File: src/rtl/weight_fold_ctrl_if.sv
// Bundle of the streaming load, sample/weight and RAM-port signals of weight_fold_ctrl.
// The controller uses the slave modport; the host/RAM side uses master.
interface weight_fold_ctrl_if #(
  parameter int AW = 12,
  parameter int DW = 14
) ();

  logic          cfg_start;
  logic          run_en;
  logic [DW-1:0] ld_data;
  logic          ld_valid;
  logic          ld_ready;
  logic          ld_done;
  logic          smp_valid;
  logic [DW-1:0] wt_data;
  logic          wt_valid;
  logic          wt_last;
  logic          busy;
  logic          drop_err;
  logic [AW-1:0] ram_w_addr;
  logic [DW-1:0] ram_w_data;
  logic          ram_w_en;
  logic [AW-1:0] ram_r_addr;
  logic [DW-1:0] ram_r_data;

  modport slave (
    input  cfg_start, run_en, ld_data, ld_valid, smp_valid, ram_r_data,
    output ld_ready, ld_done, wt_data, wt_valid, wt_last, busy, drop_err,
           ram_w_addr, ram_w_data, ram_w_en, ram_r_addr
  );

  modport master (
    output cfg_start, run_en, ld_data, ld_valid, smp_valid, ram_r_data,
    input  ld_ready, ld_done, wt_data, wt_valid, wt_last, busy, drop_err,
           ram_w_addr, ram_w_data, ram_w_en, ram_r_addr
  );

endinterface

File: src/rtl/weight_fold_ctrl.sv
// Weight-fold RAM controller: streams coefficient loads into the RAM and sequences
// folded reads over a symmetric 2*DEPTH-tap window, keeping loads and readout exclusive.
module weight_fold_ctrl #(
  parameter int AW     = 12,
  parameter int DW     = 14,
  parameter int RD_LAT = 2
) (
  input  logic                clk_i,
  input  logic                rst_ni,
  weight_fold_ctrl_if.slave   bus_io
);

  localparam logic [AW:0]   K_LAST  = {(AW+1){1'b1}};
  localparam logic [AW-1:0] WA_LAST = {AW{1'b1}};

  typedef enum logic [1:0] {
    IDLE = 2'd0,
    RUN  = 2'd1,
    LOAD = 2'd2
  } state_e;

  state_e        state_q, state_d;
  logic [AW:0]   winIdx_q, winIdx_d;
  logic [AW-1:0] wrAddr_q, wrAddr_d;
  logic          pend_q, pend_d;
  logic          dropErr_q, dropErr_d;

  logic          wEn_q;
  logic [AW-1:0] wAddr_q;
  logic [DW-1:0] wData_q;
  logic          ldDone_q;
  logic [AW-1:0] rAddr_q;
  logic [RD_LAT:0] vldPipe_q;
  logic [RD_LAT:0] lastPipe_q;

  logic          issue;
  logic          accept;
  logic          enterLoad;
  logic          dropSmp;
  logic          issueLast;
  logic [AW-1:0] foldAddr;

  // The upper half of the window mirrors the lower half: 2*DEPTH-1-k is the bitwise
  // inverse of k's low AW bits when the top bit is set.
  assign foldAddr  = winIdx_q[AW] ? ~winIdx_q[AW-1:0] : winIdx_q[AW-1:0];
  assign issueLast = issue && (winIdx_q == K_LAST);

  always_comb begin
    state_d   = state_q;
    winIdx_d  = winIdx_q;
    wrAddr_d  = wrAddr_q;
    issue     = 1'b0;
    accept    = 1'b0;
    enterLoad = 1'b0;
    dropSmp   = 1'b0;

    unique case (state_q)
      IDLE: begin
        if (pend_q || bus_io.cfg_start) begin
          state_d   = LOAD;
          enterLoad = 1'b1;
          dropSmp   = bus_io.smp_valid;
        end else if (bus_io.smp_valid && bus_io.run_en) begin
          issue    = 1'b1;
          winIdx_d = winIdx_q + 1'b1;
          state_d  = RUN;
        end
      end
      RUN: begin
        if (bus_io.smp_valid) begin
          issue    = 1'b1;
          winIdx_d = winIdx_q + 1'b1;
          if (winIdx_q == K_LAST) begin
            if (pend_q || bus_io.cfg_start) begin
              state_d   = LOAD;
              enterLoad = 1'b1;
            end else begin
              state_d = IDLE;
            end
          end
        end
      end
      LOAD: begin
        dropSmp = bus_io.smp_valid;
        if (bus_io.ld_valid) begin
          accept   = 1'b1;
          wrAddr_d = wrAddr_q + 1'b1;
          if (wrAddr_q == WA_LAST) begin
            state_d = IDLE;
          end
        end
      end
      default: begin
        state_d = IDLE;
      end
    endcase

    if (enterLoad) begin
      wrAddr_d = '0;
    end
  end

  // A cfg_start that itself causes LOAD entry is consumed, not left pending.
  assign pend_d    = enterLoad ? 1'b0 : (pend_q | bus_io.cfg_start);
  assign dropErr_d = (dropErr_q & ~enterLoad) | dropSmp;

  always_ff @(posedge clk_i or negedge rst_ni) begin
    if (!rst_ni) begin
      state_q   <= IDLE;
      winIdx_q  <= '0;
      wrAddr_q  <= '0;
      pend_q    <= 1'b0;
      dropErr_q <= 1'b0;
    end else begin
      state_q   <= state_d;
      winIdx_q  <= winIdx_d;
      wrAddr_q  <= wrAddr_d;
      pend_q    <= pend_d;
      dropErr_q <= dropErr_d;
    end
  end

  always_ff @(posedge clk_i or negedge rst_ni) begin
    if (!rst_ni) begin
      wEn_q    <= 1'b0;
      wAddr_q  <= '0;
      wData_q  <= '0;
      ldDone_q <= 1'b0;
    end else begin
      wEn_q    <= accept;
      ldDone_q <= accept && (wrAddr_q == WA_LAST);
      if (accept) begin
        wAddr_q <= wrAddr_q;
        wData_q <= bus_io.ld_data;
      end
    end
  end

  // Valid/last ride alongside the RAM's address register and read latency.
  always_ff @(posedge clk_i or negedge rst_ni) begin
    if (!rst_ni) begin
      rAddr_q    <= '0;
      vldPipe_q  <= '0;
      lastPipe_q <= '0;
    end else begin
      if (issue) begin
        rAddr_q <= foldAddr;
      end
      vldPipe_q  <= {vldPipe_q[RD_LAT-1:0], issue};
      lastPipe_q <= {lastPipe_q[RD_LAT-1:0], issueLast};
    end
  end

  assign bus_io.ld_ready   = (state_q == LOAD);
  assign bus_io.ld_done    = ldDone_q;
  assign bus_io.busy       = (state_q == LOAD) | pend_q;
  assign bus_io.drop_err   = dropErr_q;
  assign bus_io.ram_w_en   = wEn_q;
  assign bus_io.ram_w_addr = wAddr_q;
  assign bus_io.ram_w_data = wData_q;
  assign bus_io.ram_r_addr = rAddr_q;
  assign bus_io.wt_valid   = vldPipe_q[RD_LAT];
  assign bus_io.wt_last    = vldPipe_q[RD_LAT] & lastPipe_q[RD_LAT];
  // Gating keeps wt_data at zero in reset and between weights, since RAM output is not reset.
  assign bus_io.wt_data    = vldPipe_q[RD_LAT] ? bus_io.ram_r_data : '0;

endmodule

File: src/flat_wrapper.sv
// flat-port wrapper written by rule: the top's interface ports become plain ports
module weight_fold_ctrl_flat 
#(
  parameter int AW     = 12,
  parameter int DW     = 14,
  parameter int RD_LAT = 2
)
  (clk_i, rst_ni, bus_io_cfg_start, bus_io_run_en, bus_io_ld_data, bus_io_ld_valid, bus_io_smp_valid, bus_io_ram_r_data, bus_io_ld_ready, bus_io_ld_done, bus_io_wt_data, bus_io_wt_valid, bus_io_wt_last, bus_io_busy, bus_io_drop_err, bus_io_ram_w_addr, bus_io_ram_w_data, bus_io_ram_w_en, bus_io_ram_r_addr);
  weight_fold_ctrl_if #(.AW(AW), .DW(DW)) bus_io_i ();
  input  logic clk_i;
  input  logic rst_ni;
  input wire logic [$bits(bus_io_i.cfg_start)-1:0] bus_io_cfg_start;
  input wire logic [$bits(bus_io_i.run_en)-1:0] bus_io_run_en;
  input wire logic [$bits(bus_io_i.ld_data)-1:0] bus_io_ld_data;
  input wire logic [$bits(bus_io_i.ld_valid)-1:0] bus_io_ld_valid;
  input wire logic [$bits(bus_io_i.smp_valid)-1:0] bus_io_smp_valid;
  input wire logic [$bits(bus_io_i.ram_r_data)-1:0] bus_io_ram_r_data;
  output wire logic [$bits(bus_io_i.ld_ready)-1:0] bus_io_ld_ready;
  output wire logic [$bits(bus_io_i.ld_done)-1:0] bus_io_ld_done;
  output wire logic [$bits(bus_io_i.wt_data)-1:0] bus_io_wt_data;
  output wire logic [$bits(bus_io_i.wt_valid)-1:0] bus_io_wt_valid;
  output wire logic [$bits(bus_io_i.wt_last)-1:0] bus_io_wt_last;
  output wire logic [$bits(bus_io_i.busy)-1:0] bus_io_busy;
  output wire logic [$bits(bus_io_i.drop_err)-1:0] bus_io_drop_err;
  output wire logic [$bits(bus_io_i.ram_w_addr)-1:0] bus_io_ram_w_addr;
  output wire logic [$bits(bus_io_i.ram_w_data)-1:0] bus_io_ram_w_data;
  output wire logic [$bits(bus_io_i.ram_w_en)-1:0] bus_io_ram_w_en;
  output wire logic [$bits(bus_io_i.ram_r_addr)-1:0] bus_io_ram_r_addr;
  assign bus_io_i.cfg_start = bus_io_cfg_start;
  assign bus_io_i.run_en = bus_io_run_en;
  assign bus_io_i.ld_data = bus_io_ld_data;
  assign bus_io_i.ld_valid = bus_io_ld_valid;
  assign bus_io_i.smp_valid = bus_io_smp_valid;
  assign bus_io_i.ram_r_data = bus_io_ram_r_data;
  assign bus_io_ld_ready = bus_io_i.ld_ready;
  assign bus_io_ld_done = bus_io_i.ld_done;
  assign bus_io_wt_data = bus_io_i.wt_data;
  assign bus_io_wt_valid = bus_io_i.wt_valid;
  assign bus_io_wt_last = bus_io_i.wt_last;
  assign bus_io_busy = bus_io_i.busy;
  assign bus_io_drop_err = bus_io_i.drop_err;
  assign bus_io_ram_w_addr = bus_io_i.ram_w_addr;
  assign bus_io_ram_w_data = bus_io_i.ram_w_data;
  assign bus_io_ram_w_en = bus_io_i.ram_w_en;
  assign bus_io_ram_r_addr = bus_io_i.ram_r_addr;
  weight_fold_ctrl #(.AW(AW), .DW(DW), .RD_LAT(RD_LAT)) u_core (.clk_i(clk_i), .rst_ni(rst_ni), .bus_io(bus_io_i));
endmodule
File: config.mk
export PLATFORM = sky130hd
export DESIGN_NAME = weight_fold_ctrl_flat
export DESIGN_NICKNAME = d
export VERILOG_FILES = /design/src/rtl/weight_fold_ctrl_if.sv /design/src/rtl/weight_fold_ctrl.sv /design/src/flat_wrapper.sv
export SDC_FILE = /design/constraint.sdc
export NUM_CORES = 1
export LEC_CHECK = 0
export CAP_MARGIN = 40
export CORE_AREA = 3 3 84 86
export DETAILED_ROUTE_END_ITERATION = 16
export DIE_AREA = 0 0 87 89
export GPL_TIMING_DRIVEN = 0
export PLACE_DENSITY = 0.95
export SLEW_MARGIN = 20
export SYNTH_ARGS = -nofsm -noshare
export SYNTH_HDL_FRONTEND = slang
export SYNTH_SLANG_ARGS = --single-unit
File: constraint.sdc
create_clock -name clk_i -period 3.29 [get_ports clk_i]
set_clock_uncertainty 0.15 [all_clocks]
set_input_delay 0.8225 -clock clk_i [delete_from_list [all_inputs] [get_ports clk_i]]
set_output_delay 0.8225 -clock clk_i [all_outputs]
set_load 0.005 [all_outputs]
# Word-level counts from Yosys, hierarchy flattened

Cells that the tools add are included.

Register bits: 75
Output and inout bits: 59

Equal/unequal tests: 11
Reduce and logical (&&, ||, !) cells: 11
Muxes and demuxes: 30
Add/subtract/negate cells: 2
Bitwise logic cells: 7

Operators by type and width:

| kind                                                                    | number |
|---|---|
| 12-bit two-way mux                                                      | 4 |
| 13-bit two-way mux                                                      | 3 |
| 13-bit case mux with 2 select lines                                     | 1 |
| 14-bit two-way mux                                                      | 1 |
| 2-bit two-way mux                                                       | 7 |
| 13-bit by 1-bit adder with 13-bit output, second input constant         | 1 |
| 13-bit equality test, second input constant                             | 1 |
| 12-bit by 1-bit adder with 12-bit output, second input constant         | 1 |
| 12-bit equality test, second input constant                             | 1 |
| 12-bit NOT                                                              | 1 |
| 1-bit two-way mux                                                       | 10 |
| 2-bit by 1-bit inequality test with 1-bit output, second input constant | 3 |
| 2-bit inequality test, second input constant                            | 3 |
| 1-bit case mux with 2 select lines                                      | 3 |
| 2-bit case mux with 3 select lines                                      | 1 |
| 2-bit nonzero test                                                      | 3 |
| 5-bit AND reduction                                                     | 1 |
| 4-bit AND reduction                                                     | 1 |
| 1-bit logical AND                                                       | 3 |
| 3-bit by 1-bit inequality test with 1-bit output, second input constant | 1 |
| 1-bit bitwise OR                                                        | 3 |
| 1-bit bitwise AND                                                       | 2 |
| 2-bit by 1-bit equality test with 1-bit output, second input constant   | 1 |
| 2-bit equality test, second input constant                              | 1 |
| other kinds (4)                                                         | 4 |

# Longest topological paths before layout

Depth in word-level cells: 8
Mapped depth: 7
Depth with buffers taken out: 5

# Least setup slack after synthesis

Ideal clock, no wire load.

Kind: input to register
From: input bus_io_run_en
To: register u_core.rAddr_q[10] (netlist: u_core.bus_io.ram_r_addr[10])
Path buffers: 1
Required time: 3.004 ns
Library setup time: 0.136 ns
Path slack: 1.295 ns
Cell stages on the path: 4
Data arrival time: 1.709 ns
Cells stage by stage: nor3b_1 > o21ai_1 > clkbuf_1 > o21ai_0

Word-level cells in the longest chain between the ends: 4

RTL lines:

| element                            | line                    | text |
|---|---|---|
| start: declaration                 | flat_wrapper.sv:13      | `input wire logic [$bits(bus_io_i.run_en)-1:0] bus_io_run_en;` |
| 1-bit logical AND                  | weight_fold_ctrl.sv:63  | `end else if (bus_io.smp_valid && bus_io.run_en) begin` |
| 1-bit two-way mux                  | weight_fold_ctrl.sv:63  |  |
| 1-bit two-way mux                  | weight_fold_ctrl.sv:59  | `if (pend_q \|\| bus_io.cfg_start) begin` |
| 1-bit case mux with 2 select lines | weight_fold_ctrl.sv:57  | `unique case (state_q)` |
| end signal: assignment             | weight_fold_ctrl.sv:147 | `rAddr_q <= foldAddr;` |
| end: declaration                   | weight_fold_ctrl.sv:32  | `logic [AW-1:0] rAddr_q;` |

No other way between the ends.
A chain may end at the register's enable or synchronous reset.

# Final worst setup path

From: input bus_io_ram_r_data[7]
To: output bus_io_wt_data[7]

Word-level cells in the longest chain between the ends: 1

RTL lines:

| element            | line                    | text |
|---|---|---|
| start: declaration | flat_wrapper.sv:17      | `input wire logic [$bits(bus_io_i.ram_r_data)-1:0] bus_io_ram_r_data;` |
| 14-bit two-way mux | weight_fold_ctrl.sv:165 | `assign bus_io.wt_data = vldPipe_q[RD_LAT] ? bus_io.ram_r_data : '0;` |
| end: declaration   | flat_wrapper.sv:20      | `output wire logic [$bits(bus_io_i.wt_data)-1:0] bus_io_wt_data;` |

No other way between the ends.

==> impl_metrics.json <==
{
  "drive_above_1_share_pct": 5.01,
  "port_buffers": 92,
  "antenna_cells": 0,
  "cts_resized": 0,
  "die_w_microns": 87,
  "fmax_ghz": 0.349,
  "crit_start": "bus_io_ram_r_data[7]",
  "placed_area_sq_um": 4290,
  "antenna_found_initial": 0,
  "power.density_nw_per_um2": 509,
  "areaGrowthSynthToFinish_pct": 39.2,
  "criticalPathCategory": "primary input to output port",
  "core_sq_um": 6350,
  "wl_microns": 7850,
  "cp_max_fo": 1,
  "synth_area_sq_um": 3250,
  "yosysTopAreaCell": "dfrtp_1",
  "dr_total_vias": 2714,
  "setup_violations": 0,
  "grt_pass1_wl_microns": 12900,
  "tns_ps": 0,
  "clock-sinks": 75,
  "io_pins": 93,
  "slew_viol_final": 0,
  "die-area_sq_um": 7740,
  "fin_crit_ps": 2870,
  "die_y_microns": 89,
  "hold_viol_final": 0,
  "rsz0062_at_grt": "no",
  "synth_area_leaders": "dfrtp_1 (58%), nand2_1 (12%), xnor2_1 (6.7%)",
  "regToRegStartpoint": "u_core.state_q[0]",
  "cts_tree": "done",
  "drt-pass1-iter-count": 4,
  "synthTopCellsByCount": "nand2_1 (102), dfrtp_1 (75), xnor2_1 (25)",
  "synth-seq-area-share_pct": 57.8,
  "drt-initial-drc-count": 269,
  "cts_hold_buffers": 0,
  "post_cts_buffers": 0,
  "yosysWarnings": 0,
  "initial_core_util_pct": 51.1,
  "num-nets-final": 471,
  "cts_made_buffers": 9,
  "worst_setup_path_end_kind": "output port",
  "drc": 0,
  "h-tree-depth": 3,
  "synth_flop_cell": "dfrtp_1",
  "global_route.overflow_total": 0,
  "cp-start-kind": "primary input",
  "min_period_over_period_pct": 87.2,
  "synth-async-reset-ratio_pct": 100,
  "reg2regPathDepth": 5,
  "rows": 29,
  "status": "finished, final reports clean",
  "synth_top_area_share_pct": 57.8,
  "maxCapViolCount": 0,
  "globalplace.congestion": 0.829,
  "ant_nets": 0,
  "syn_area_per_cell_sq_um": 9.81,
  "syn-num-nets": 367,
  "dpl.hpwl_microns": 5450,
  "worst_pin_slew_ps": 692,
  "slew_headroom_pct": 53.6,
  "critPathRequiredTime_ps": 2320,
  "final_area_sq_um": 4520,
  "grt_max_degree": 59,
  "routed_via_density": 5.26,
  "ir_drop_uv": 350,
  "clock_latency_ps": 340,
  "wire_per_inst_microns": 15.2,
  "synth_edf_count": 0,
  "synth.most_common_cell": "nand2_1",
  "cts_root_buf": "clkbuf_8",
  "synth-seq-cells": 75,
  "synthCells": 331,
  "ys_types": 34,
  "grtUsageTotal_pct": 21.4,
  "fin_util_pct": 71.2,
  "first_global_vias": 2746,
  "p_leak_nw": 2.05,
  "hp-class": "primary input to asynchronous set/reset pin",
  "cts.clk_slew.worst_paths_ps": 70,
  "worst_ep_arrival_time_ps": 1890,
  "cts.path.max_buffers": 2
}
## state kept, by name, summed over array words and instances (netlist names)
name                      flops
u_core.state_q                2
u_core.lastPipe_q             3
u_core.bus_io.ram_w_data     14
u_core.bus_io.drop_err        1
u_core.bus_io.ram_w_addr     12
u_core.winIdx_q              13
u_core.bus_io.ld_done         1
u_core.wrAddr_q              12
u_core.bus_io.ram_w_en        1
u_core.vldPipe_q              3
u_core.pend_q                 1
u_core.bus_io.ram_r_addr     12
## layout make-up
class / count / area, sq um
multi-input cells: 234 / 1260
clock buffers: 10 / 128
flip-flops and latches: 75 / 1880
clock inverters: 5 / 103
fillers: 421 / 1830
repair buffers: 93 / 946
plain buffers: 14 / 77.6
well taps: 77 / 96.3
inverters: 8 / 30.0
## worst max-delay path: stages
cell	delay, ps
clkdlybuf4s50_1	460
and2_1	120
clkdlybuf4s50_1	490
## cell families after synthesis
kind of cell	after synthesis	share of synthesized area [%]
compound gates	25	4.67
xor+xnor	34	9.18
fa+ha+maj	2	0.771
buf+inv	22	3.32
flops	75	57.8
simple gates	173	24.2
## cell usage in the layout (no fill, tap or decap), types with 2 or more instances in the layout
cell type        synthesis  routed
nand3_1                  6       6
nor3_1                   7       7
nor4_1                   7       7
clkdlybuf4s50_1          0      91
nand3b_1                 2       2
o21ai_0                 14      14
ha_1                     2       2
inv_1                    8       8
xor2_1                   9       9
bufinv_16                0       3
clkbuf_1                 9      10
buf_1                    2       2
a21oi_1                  2       2
and3_1                   2       2
nand2_1                102     102
or3_1                    3       3
nand4_1                  4       4
dfrtp_1                 75      75
nor2b_1                  2       2
nor2_1                  19      19
xnor2_1                 25      25
buf_6                    2       2
o211ai_1                 2       2
and2_1                  15      15
clkbuf_8                 1      10
## final timing paths
check / endpoint / slack [ps]
hold / removal: u_core.bus_io.ram_r_addr[4] / 200
setup / recovery: bus_io_wt_data[7] / 420
setup reg to reg: u_core.bus_io.ram_r_addr[5] / 1240
hold reg to reg: u_core.vldPipe_q[1] / 200
max in group asynchronous: u_core.bus_io.ram_w_addr[8] / 2240
min in group clk_i: u_core.vldPipe_q[1] / 200
## metal layers
metal / GRT usage, % / vias up / share of wire, %
li1: - / 1268 / -
met1: 25.8 / 1311 / 39
met2: 36.8 / 117 / 51
met3: 3.96 / 18 / 7.0
met4: 11.0 / 0 / 2.2
met5: 0 / - / 0
## power by group
part           total, mW  internal (mW)  switching (mW)
Combinational      0.384          0.209           0.175
Clock              0.821          0.499           0.323
Sequential          1.10           1.01          0.0811
Total               2.30           1.72           0.579
## through the flow
stage                     instances  total power [mW]  worst slack, ps  hold WS (ps)
after floorplan                 331              1.25             1300           181
after detailed placement        501              1.49              414           186
final                           516              2.30              423           200
after global routing            516              2.41              367           200
after global placement          500              1.47            -1160           183
after CTS                       516              2.32              408           197
Note: power is estimated with default switching activity, not from simulation.
